$ cat src/rtl/mux32_rr_arbiter.sv
// mux32_rr_arbiter: two-requester round-robin arbiter in front of a shared
// 2:1 mux datapath with a registered output word.
// Each owner gets at most MAX_BURST consecutive beats while the other waits.
// Optional feature macro: MUX_ARB_STATS_EN adds the saturating per-requester
// beat counters beats0/beats1.
module mux32_rr_arbiter #(
  parameter int WIDTH     = 32,
  parameter int MAX_BURST = 4
) (
  input  logic             clk,
  input  logic             rst,
  input  logic             in1_valid,
  input  logic [WIDTH-1:0] in1_data,
  output logic             in1_ready,
  input  logic             in2_valid,
  input  logic [WIDTH-1:0] in2_data,
  output logic             in2_ready,
  output logic             sel,
  output logic             out_valid,
  output logic [WIDTH-1:0] out_data,
  input  logic             out_ready
`ifdef MUX_ARB_STATS_EN
  ,
  output logic [15:0]      beats0,
  output logic [15:0]      beats1
`endif
);

  typedef enum logic [1:0] {
    IDLE = 2'd0,
    OWN0 = 2'd1,
    OWN1 = 2'd2
  } state_t;

  localparam logic [7:0] BURST = 8'(MAX_BURST);

  state_t     state;
  state_t     state_nxt;
  logic [7:0] cnt;
  logic [7:0] cnt_nxt;
  logic [7:0] cnt_inc;
  logic       last;
  logic       last_nxt;
  logic       load;
  logic       acc0;
  logic       acc1;
  logic       accept;

`ifdef MUX_ARB_STATS_EN
  // Saturating increment so the counters stick at all-ones instead of wrapping.
  function automatic logic [15:0] sat_inc16(input logic [15:0] v);
    sat_inc16 = (v == 16'hFFFF) ? v : v + 16'd1;
  endfunction
`endif

  // Handshake decode: the output register may load when empty or draining.
  always_comb begin
    load      = !out_valid || out_ready;
    in1_ready = (state == OWN0) && load;
    in2_ready = (state == OWN1) && load;
    acc0      = in1_valid && in1_ready;
    acc1      = in2_valid && in2_ready;
    accept    = acc0 || acc1;
  end

  // Arbitration: next owner, burst counter and last-owner bookkeeping.
  always_comb begin
    state_nxt = state;
    cnt_nxt   = cnt;
    last_nxt  = last;
    cnt_inc   = cnt + 8'd1;
    case (state)
      IDLE: begin
        // With both requesting, the requester that did not own last wins.
        if (in1_valid && (!in2_valid || last)) begin
          state_nxt = OWN0;
          last_nxt  = 1'b0;
          cnt_nxt   = 8'd0;
        end else if (in2_valid) begin
          state_nxt = OWN1;
          last_nxt  = 1'b1;
          cnt_nxt   = 8'd0;
        end
      end
      OWN0: begin
        if (acc0 && (cnt_inc == BURST)) begin
          // Burst used up: hand over if the other side waits, else restart.
          cnt_nxt = 8'd0;
          if (in2_valid) begin
            state_nxt = OWN1;
            last_nxt  = 1'b1;
          end
        end else if (!in1_valid) begin
          cnt_nxt = 8'd0;
          if (in2_valid) begin
            state_nxt = OWN1;
            last_nxt  = 1'b1;
          end else begin
            state_nxt = IDLE;
          end
        end else if (acc0) begin
          cnt_nxt = cnt_inc;
        end
      end
      OWN1: begin
        if (acc1 && (cnt_inc == BURST)) begin
          cnt_nxt = 8'd0;
          if (in1_valid) begin
            state_nxt = OWN0;
            last_nxt  = 1'b0;
          end
        end else if (!in2_valid) begin
          cnt_nxt = 8'd0;
          if (in1_valid) begin
            state_nxt = OWN0;
            last_nxt  = 1'b0;
          end else begin
            state_nxt = IDLE;
          end
        end else if (acc1) begin
          cnt_nxt = cnt_inc;
        end
      end
      default: begin
        state_nxt = IDLE;
        cnt_nxt   = 8'd0;
      end
    endcase
  end

  // Control registers; sel is registered alongside the state it mirrors.
  always_ff @(posedge clk or posedge rst) begin
    if (rst) begin
      state <= IDLE;
      cnt   <= 8'd0;
      last  <= 1'b1;
      sel   <= 1'b0;
    end else begin
      state <= state_nxt;
      cnt   <= cnt_nxt;
      last  <= last_nxt;
      sel   <= (state_nxt == OWN1);
    end
  end

  // Output register: load the selected word on accept, drain on consumer take.
  always_ff @(posedge clk or posedge rst) begin
    if (rst) begin
      out_valid <= 1'b0;
      out_data  <= '0;
    end else if (accept) begin
      out_valid <= 1'b1;
      out_data  <= sel ? in2_data : in1_data;
    end else if (out_ready) begin
      out_valid <= 1'b0;
    end
  end

`ifdef MUX_ARB_STATS_EN
  // Per-requester accepted-beat counters.
  always_ff @(posedge clk or posedge rst) begin
    if (rst) begin
      beats0 <= 16'd0;
      beats1 <= 16'd0;
    end else begin
      if (acc0) beats0 <= sat_inc16(beats0);
      if (acc1) beats1 <= sat_inc16(beats1);
    end
  end
`endif

endmodule

$ cat config.mk
export PLATFORM = sky130hd
export DESIGN_NAME = mux32_rr_arbiter
export DESIGN_NICKNAME = d
export VERILOG_FILES = /design/src/rtl/mux32_rr_arbiter.sv
export SDC_FILE = /design/constraint.sdc
export NUM_CORES = 1
export LEC_CHECK = 0
export BUFFER_PORTS_ARGS = -buffer_cell sky130_fd_sc_hd__buf_2
export CAP_MARGIN = 25
export CORE_AREA = 3 3 73 89
export DETAILED_ROUTE_END_ITERATION = 10
export DIE_AREA = 0 0 76 92
export PLACE_DENSITY = 0.83
export SETUP_SLACK_MARGIN = 0.5
export SLEW_MARGIN = 20
export SYNTH_ARGS = -nofsm -noshare
export SYNTH_HDL_FRONTEND = slang
export SYNTH_SLANG_ARGS = --single-unit
$ cat constraint.sdc
create_clock -name clk -period 1.9 [get_ports clk]
set_input_delay 0 -clock clk [delete_from_list [all_inputs] [get_ports clk]]
set_output_delay 0 -clock clk [all_outputs]
set_load 0.01 [all_outputs]
==> run summary, run 1 <==
Largest net degree at the start of global routing - 34
Least-Margin Pin Slew - 0.522 ns
TritonCTS clock tree - done
Hold WC Path Type - in -> reg
Dpl cell area - 0.00311 mm²
Critical path class - reg -> reg
Final nets - 474
Setup-failing EPs final - 0
Multiplexer share of the synthesized area - 0.145
Worst skew pair latency - 0.31 ns
Die width - 76 µm
Sequential-to-total area share from yosys stat - 0.459
Post-synthesis simple-gate area fraction - 0.138
Overall Global Routing Usage - 0.210
DR WL/cell - 17.3 µm
Vias - 2,535
MaxCap Viol Count - 0
Antenna Nets Post-Route - 0
Post-synthesis xor/xnor area fraction - 0.00713
Worst relative slew slack - 0.652
Core area - 0.00567 mm²
Final Max Slew Viols - 0
Row Count - 30
Largest family of logic cells by synthesized area - compound AO/OA/AOI/OAI gates
Syn Inst Count - 253
Adder-cell share of the synthesized area - 0.0306
Initial antenna violation count - 0
Inst Count DP - 428
DRC - 0
CP Capture Type - register
Clk pwr share - 0.141
RSZ-0062 raised after global routing - true
Final instance area - 0.00421 mm²
Antenna cell count - 0
Yosys warning count - 0
Post-route non-filler standard cell count - 480
Worst vdd ir - 0.983 mV
Sw Share - 0.415
H-Tree Depth - 2
Max Clk Rate - 576 MHz
Final core occ - 0.743
Cell Area, Synth - 0.00246 mm²
Root Buffer Master - clkbuf_8
Final TNS setup - 0 ns
Inserted Clock Buffers - 5
Final clock skew - 0.0113 ns
Crit share post-route - 0.914
Placer Congestion - 0.935
DRT Pass-1 Iters - 4
Tmin final - 1.74 ns
Layout cells sized above 1 - 0.610
Io pins - 105
Layout area overhead - 71.5%
CP Max Fanout - 8
# port buffers - 104
Critical path startpoint category - register
Die H - 92 µm
Total die area - 0.00699 mm²
Clock transition at the registers of the reported paths - 0.10 ns
Switching power - 2.58 mW
Synth Area in Compound Gates - 0.177
Comb power frac - 0.574
Yosys reg bits - 45
Internal - 3.64 mW
Initial DRC count - 116
Final hold violation count - 0
GRT overflow - 0
Synthesized Nets - 328
HPWL after DPL - 4440 µm
Vias per cell - 5.28
Final WS setup - 0.163 ns
CP arrival - 1.95 ns
Avg Cell Area, Syn - 9.71 µm²
Reg power frac - 0.286
Post-Route WL - 8300 µm
Placement Setup Slack - 0.0545 ns
Max clock buf depth - 2
Vias in the first global route - 2,459
# clock sinks - 45
Status - finished clean
First-pass GRT wire length - 11,900 µm
Pwr/cell area - 1480 mW/mm²
Leakage Power - 1.78 nW
Distinct cells, synth - 44
Critical path required time - 2.12 ns
Starting Density - 0.433
## state kept, by name, indices dropped and copies added (netlist names)
signal and flops:
out_data 32, state 2, out_valid 1, last 1
sel 1, cnt 8
## critical path: stages (launching register included)
cell and delay [ns]:
dfrtp_2 0.45, and4_4 0.22, a22o_4 0.28, a41oi_4 0.34, nand3_4 0.18, o22ai_1 0.19
## per-layer routing
layer,vias to the layer above,GRT usage,share of wire
li1,1184,-,-
met1,1224,0.230,0.38
met2,112,0.385,0.54
met3,15,0.0540,0.061
met4,0,0.0846,0.017
met5,-,0,0
## worst paths after layout
| kind | start | endpoint | slack [ns] | cells past startpoint |
|---|---|---|---|---|
| max | cnt[1] | cnt[4] | 0.16 | 5 |
| min | in1_data[11] | out_data[11] | 0.003 | 3 |
| max reg2reg | cnt[1] | cnt[4] | 0.16 | 5 |
| min reg2reg | out_data[6] | out_data[6] | 0.55 | 2 |
| max in group asynchronous | rst | out_data[2] | 0.91 | 4 |
| min in group asynchronous | rst | cnt[7] | 0.29 | 3 |
## metrics by stage
step | total power [mW] | hold slack [ns]
after CTS | 5.24 | 0.000549
after global routing | 6.59 | 0.00130
after global placement | 3.70 | 0.0512
final | 6.22 | 0.00313
after detailed placement | 3.79 | 0.0478
after floorplan | 3.08 | 0.207
## power groups by stage
stage	logic, mW	clock network (mW)	registers (mW)
floorplan	1.33	0	1.76
global placement	2.13	0	1.57
detailed placement	2.20	0	1.59
CTS	2.75	0.883	1.60
global route	3.83	0.940	1.82
finish	3.57	0.876	1.78
## what timing repair did
item / 4_1_cts / 5_1_grt
setup endpoints to repair: 45 / 47
cloned: 3 / 3
resized for setup: 36 / 88
setup buffers: 13 / 9
pin swaps: 10 / 6
endpoints found under the hold margin: 29 / 1
hold buffers: 14 / 2
## placed cells by master (no fill, tap or decap), types with 5 or more instances in the layout
| master | Yosys | routed |
|---|---|---|
| nor2_1 | 37 | 6 |
| nor2_4 | 0 | 31 |
| inv_1 | 10 | 7 |
| dlygate4sd3_1 | 0 | 16 |
| clkbuf_8 | 0 | 5 |
| a21oi_1 | 38 | 7 |
| mux2i_1 | 34 | 34 |
| dfrtp_2 | 0 | 5 |
| a21oi_2 | 0 | 31 |
| dfrtp_1 | 44 | 39 |
| buf_2 | 2 | 103 |
| buf_4 | 0 | 23 |
| nand2_1 | 13 | 12 |
## Yosys cell counts, drive strengths merged
master   number  share of area
nand2b        4          0.010
clkbuf        8          0.012
a211oi        1         0.0051
o21bai        2         0.0061
a21o          1         0.0036
o22a          1         0.0036
and2          2         0.0051
mux2i        34           0.14
a41oi         1          0.011
ha            6          0.031
xor2          1         0.0036
nor2b         3         0.0076
dfrtp        44           0.45
a21oi        38          0.077
nand2        13          0.020
xnor2         1         0.0036
o22ai         5          0.013
a32oi         1         0.0036
a211o         1         0.0036
and3          2         0.0051
a31oi         3         0.0076
a22oi         1         0.0051
o311a         1         0.0041
a22o          1         0.0071
o211ai        1         0.0031
o21ai         6          0.012
o2111ai       1         0.0036
buf           8          0.016
and4          2         0.0076
inv          10          0.015
dfstp         1          0.011
nor3          2         0.0041
mux2          1         0.0061
nand4         1         0.0025
a41o          1         0.0041
o31ai         1         0.0031
nand3         6          0.019
nor2         37          0.057
## cells by family after synthesis
family	after synthesis
buf+inv	26
flops	45
xor+xnor	2
compound gates	67
simple gates	72
fa+ha+maj	6
mux	35
## layout make-up
cell class	instances	area, µm²
multi-input combinational	182	1690
fill	355	1460
sequential	45	1130
timing repair buffer	155	1110
tap	80	100
clock buffer	5	68.8
clock inverter	3	68.8
inverter	10	40.0
Note: power is estimated with default switching activity, not from simulation.
==> run 2: changes to the inputs <==
--- a/config.mk
+++ b/config.mk
@@ -12,7 +12,7 @@
 export DIE_AREA = 0 0 76 92
 export PLACE_DENSITY = 0.83
 export SETUP_SLACK_MARGIN = 0.5
-export SLEW_MARGIN = 20
+export SLEW_MARGIN = 5
 export SYNTH_ARGS = -nofsm -noshare
 export SYNTH_HDL_FRONTEND = slang
 export SYNTH_SLANG_ARGS = --single-unit
==> constraint.sdc (replaced) <==
create_clock -name clk -period 1.9 [get_ports clk]
set_input_delay 0.285 -clock clk [delete_from_list [all_inputs] [get_ports clk]]
set_output_delay 0.285 -clock clk [all_outputs]
set_load 0.01 [all_outputs]
==> run summary, run 2 (synthesis gave the netlist of run 1 again) <==
Overall Global Routing Usage - 0.225
DRT Pass-1 Iters - 4
Critical path class - reg -> reg
Die H - 92 µm
Final clock skew - 0.00384 ns
Initial antenna violation count - 0
Setup-failing EPs final - 0
# clock sinks - 45
Largest net degree at the start of global routing - 34
Status - finished clean
GRT overflow - 0
Post-route non-filler standard cell count - 466
Final TNS setup - 0 ns
Layout cells sized above 1 - 0.614
Final hold violation count - 0
CP cell instances - ha_4, xor2_1, and4_4, o2111ai_2, mux2_4, a21oi_1
Root Buffer Master - clkbuf_8
Vias per cell - 5.36
First-pass GRT wire length - 12,500 µm
CP max-delay cell - dfrtp_2
Hold WC Path Type - in -> async
Final nets - 460
Most flop-heavy register - out_data
DR WL/cell - 18.3 µm
Layout area overhead - 66.0%
Worst hold margin - 0.0303 ns
Least-Margin Pin Slew - 0.558 ns
Worst relative slew slack - 0.628
Starting Density - 0.433
Leakage Power - 1.74 nW
Worst skew pair latency - 0.29 ns
TritonCTS clock tree - done
Post-Route WL - 8550 µm
Tot Pwr - 6.26 mW
Vias in the first global route - 2,482
Inst Count DP - 428
Worst vdd ir - 0.931 mV
Antenna cell count - 0
Final Max Slew Viols - 0
Max clock buf depth - 2
Crit share post-route - 0.936
HPWL after DPL - 4560 µm
RSZ-0062 raised after global routing - true
# port buffers - 104
CP Max Fanout - 5
Core area - 0.00567 mm²
Biggest regs - out_data: 32 flops, cnt: 8 flops, state: 2 flops
Most common cell after layout, fill and taps aside - buf_2
Placement Setup Slack - 0.0250 ns
CTS Hold Buffers Added - 0
Final WS setup - 0.121 ns
Vias - 2,498
Max reg flops - 32
Io pins - 105
CP arrival - 1.99 ns
DRC - 0
CP peak stage delay - 0.46 ns
Total die area - 0.00699 mm²
FILL cells - 385
Initial DRC count - 111
Inserted Clock Buffers - 5
Critical path required time - 2.11 ns
Row Count - 30
Critical path startpoint category - register
Antenna Nets Post-Route - 0
H-Tree Depth - 2
Placer Congestion - 0.940
Most frequent cells in the layout - buf_2 (104), dfrtp_1 (40), mux2i_1 (34), a21oi_2 (27)
Pwr/cell area - 1540 mW/mm²
Tmin final - 1.78 ns
Clock transition at the registers of the reported paths - 0.08 ns
CP Capture Type - register
Die width - 76 µm
MaxCap Viol Count - 0
Max Clk Rate - 562 MHz
==> run 2: per-layer routing <==
| metal | up-vias | wire length, µm | track usage |
|---|---|---|---|
| met3 | 15 | 511 | 0.0560 |
| met5 | - | 0 | 0 |
| met4 | 0 | 169 | 0.0665 |
| met2 | 102 | 4640 | 0.421 |
| met1 | 1222 | 3220 | 0.252 |
| li1 | 1159 | - | - |
==> run 2: final cells by class <==
| cell class | count | area, µm² | share of cell area |
|---|---|---|---|
| clock inverter | 1 | 7.51 | 0.00184 |
| timing repair buffer | 141 | 1070 | 0.263 |
| tap | 80 | 100 | 0.0246 |
| inverter | 10 | 40.0 | 0.00982 |
| clock buffer | 7 | 76.3 | 0.0187 |
| sequential | 45 | 1130 | 0.278 |
| multi-input combinational | 182 | 1650 | 0.405 |
==> run 2: final timing paths <==
| check | start | end | slack [ns] | cells after the start |
|---|---|---|---|---|
| max | cnt[1] | state[1] | 0.12 | 6 |
| min | rst | out_data[22] | 0.03 | 2 |
| max reg2reg | cnt[1] | state[1] | 0.12 | 6 |
| min reg2reg | out_data[1] | out_data[1] | 0.53 | 2 |
| max in group asynchronous | rst | last | 1.29 | 3 |
| min in group clk | in1_data[6] | out_data[6] | 0.29 | 3 |
==> run 2: critical path: cells and delay by family (launching register included) <==
| kind | cells | cell delay, ns |
|---|---|---|
| xor gates and xnor gates | 1 | 0.13 |
| and+or+nand+nor | 1 | 0.29 |
| AOI/OAI and AO/OA | 2 | 0.31 |
| muxes | 1 | 0.33 |
| adders and majority gates | 1 | 0.18 |
| DFF | 1 | 0.46 |
==> run 2: power by group <==
| group | switching (mW) | internal, mW | total, mW |
|---|---|---|---|
| combinational | 1.97 | 1.98 | 3.95 |
| clock | 0.324 | 0.261 | 0.585 |
| sequential | 0.361 | 1.37 | 1.73 |
| total | 2.66 | 3.60 | 6.26 |
==> run 2: stage by stage <==
| stage | cell area [µm²] | util |
|---|---|---|
| floorplan | 2520 | - |
| global placement | 3120 | 0.551 |
| detailed placement | 3120 | 0.551 |
| CTS | 3780 | 0.666 |
| global route | 4080 | 0.719 |
| finish | 4080 | 0.719 |
==> run 2: repair_timing <==
action,in CTS,in global routing
gates cloned,7,1
gates resized for setup,59,52
pin swaps,8,4
setup endpoints to repair,46,47
setup buffers,17,5
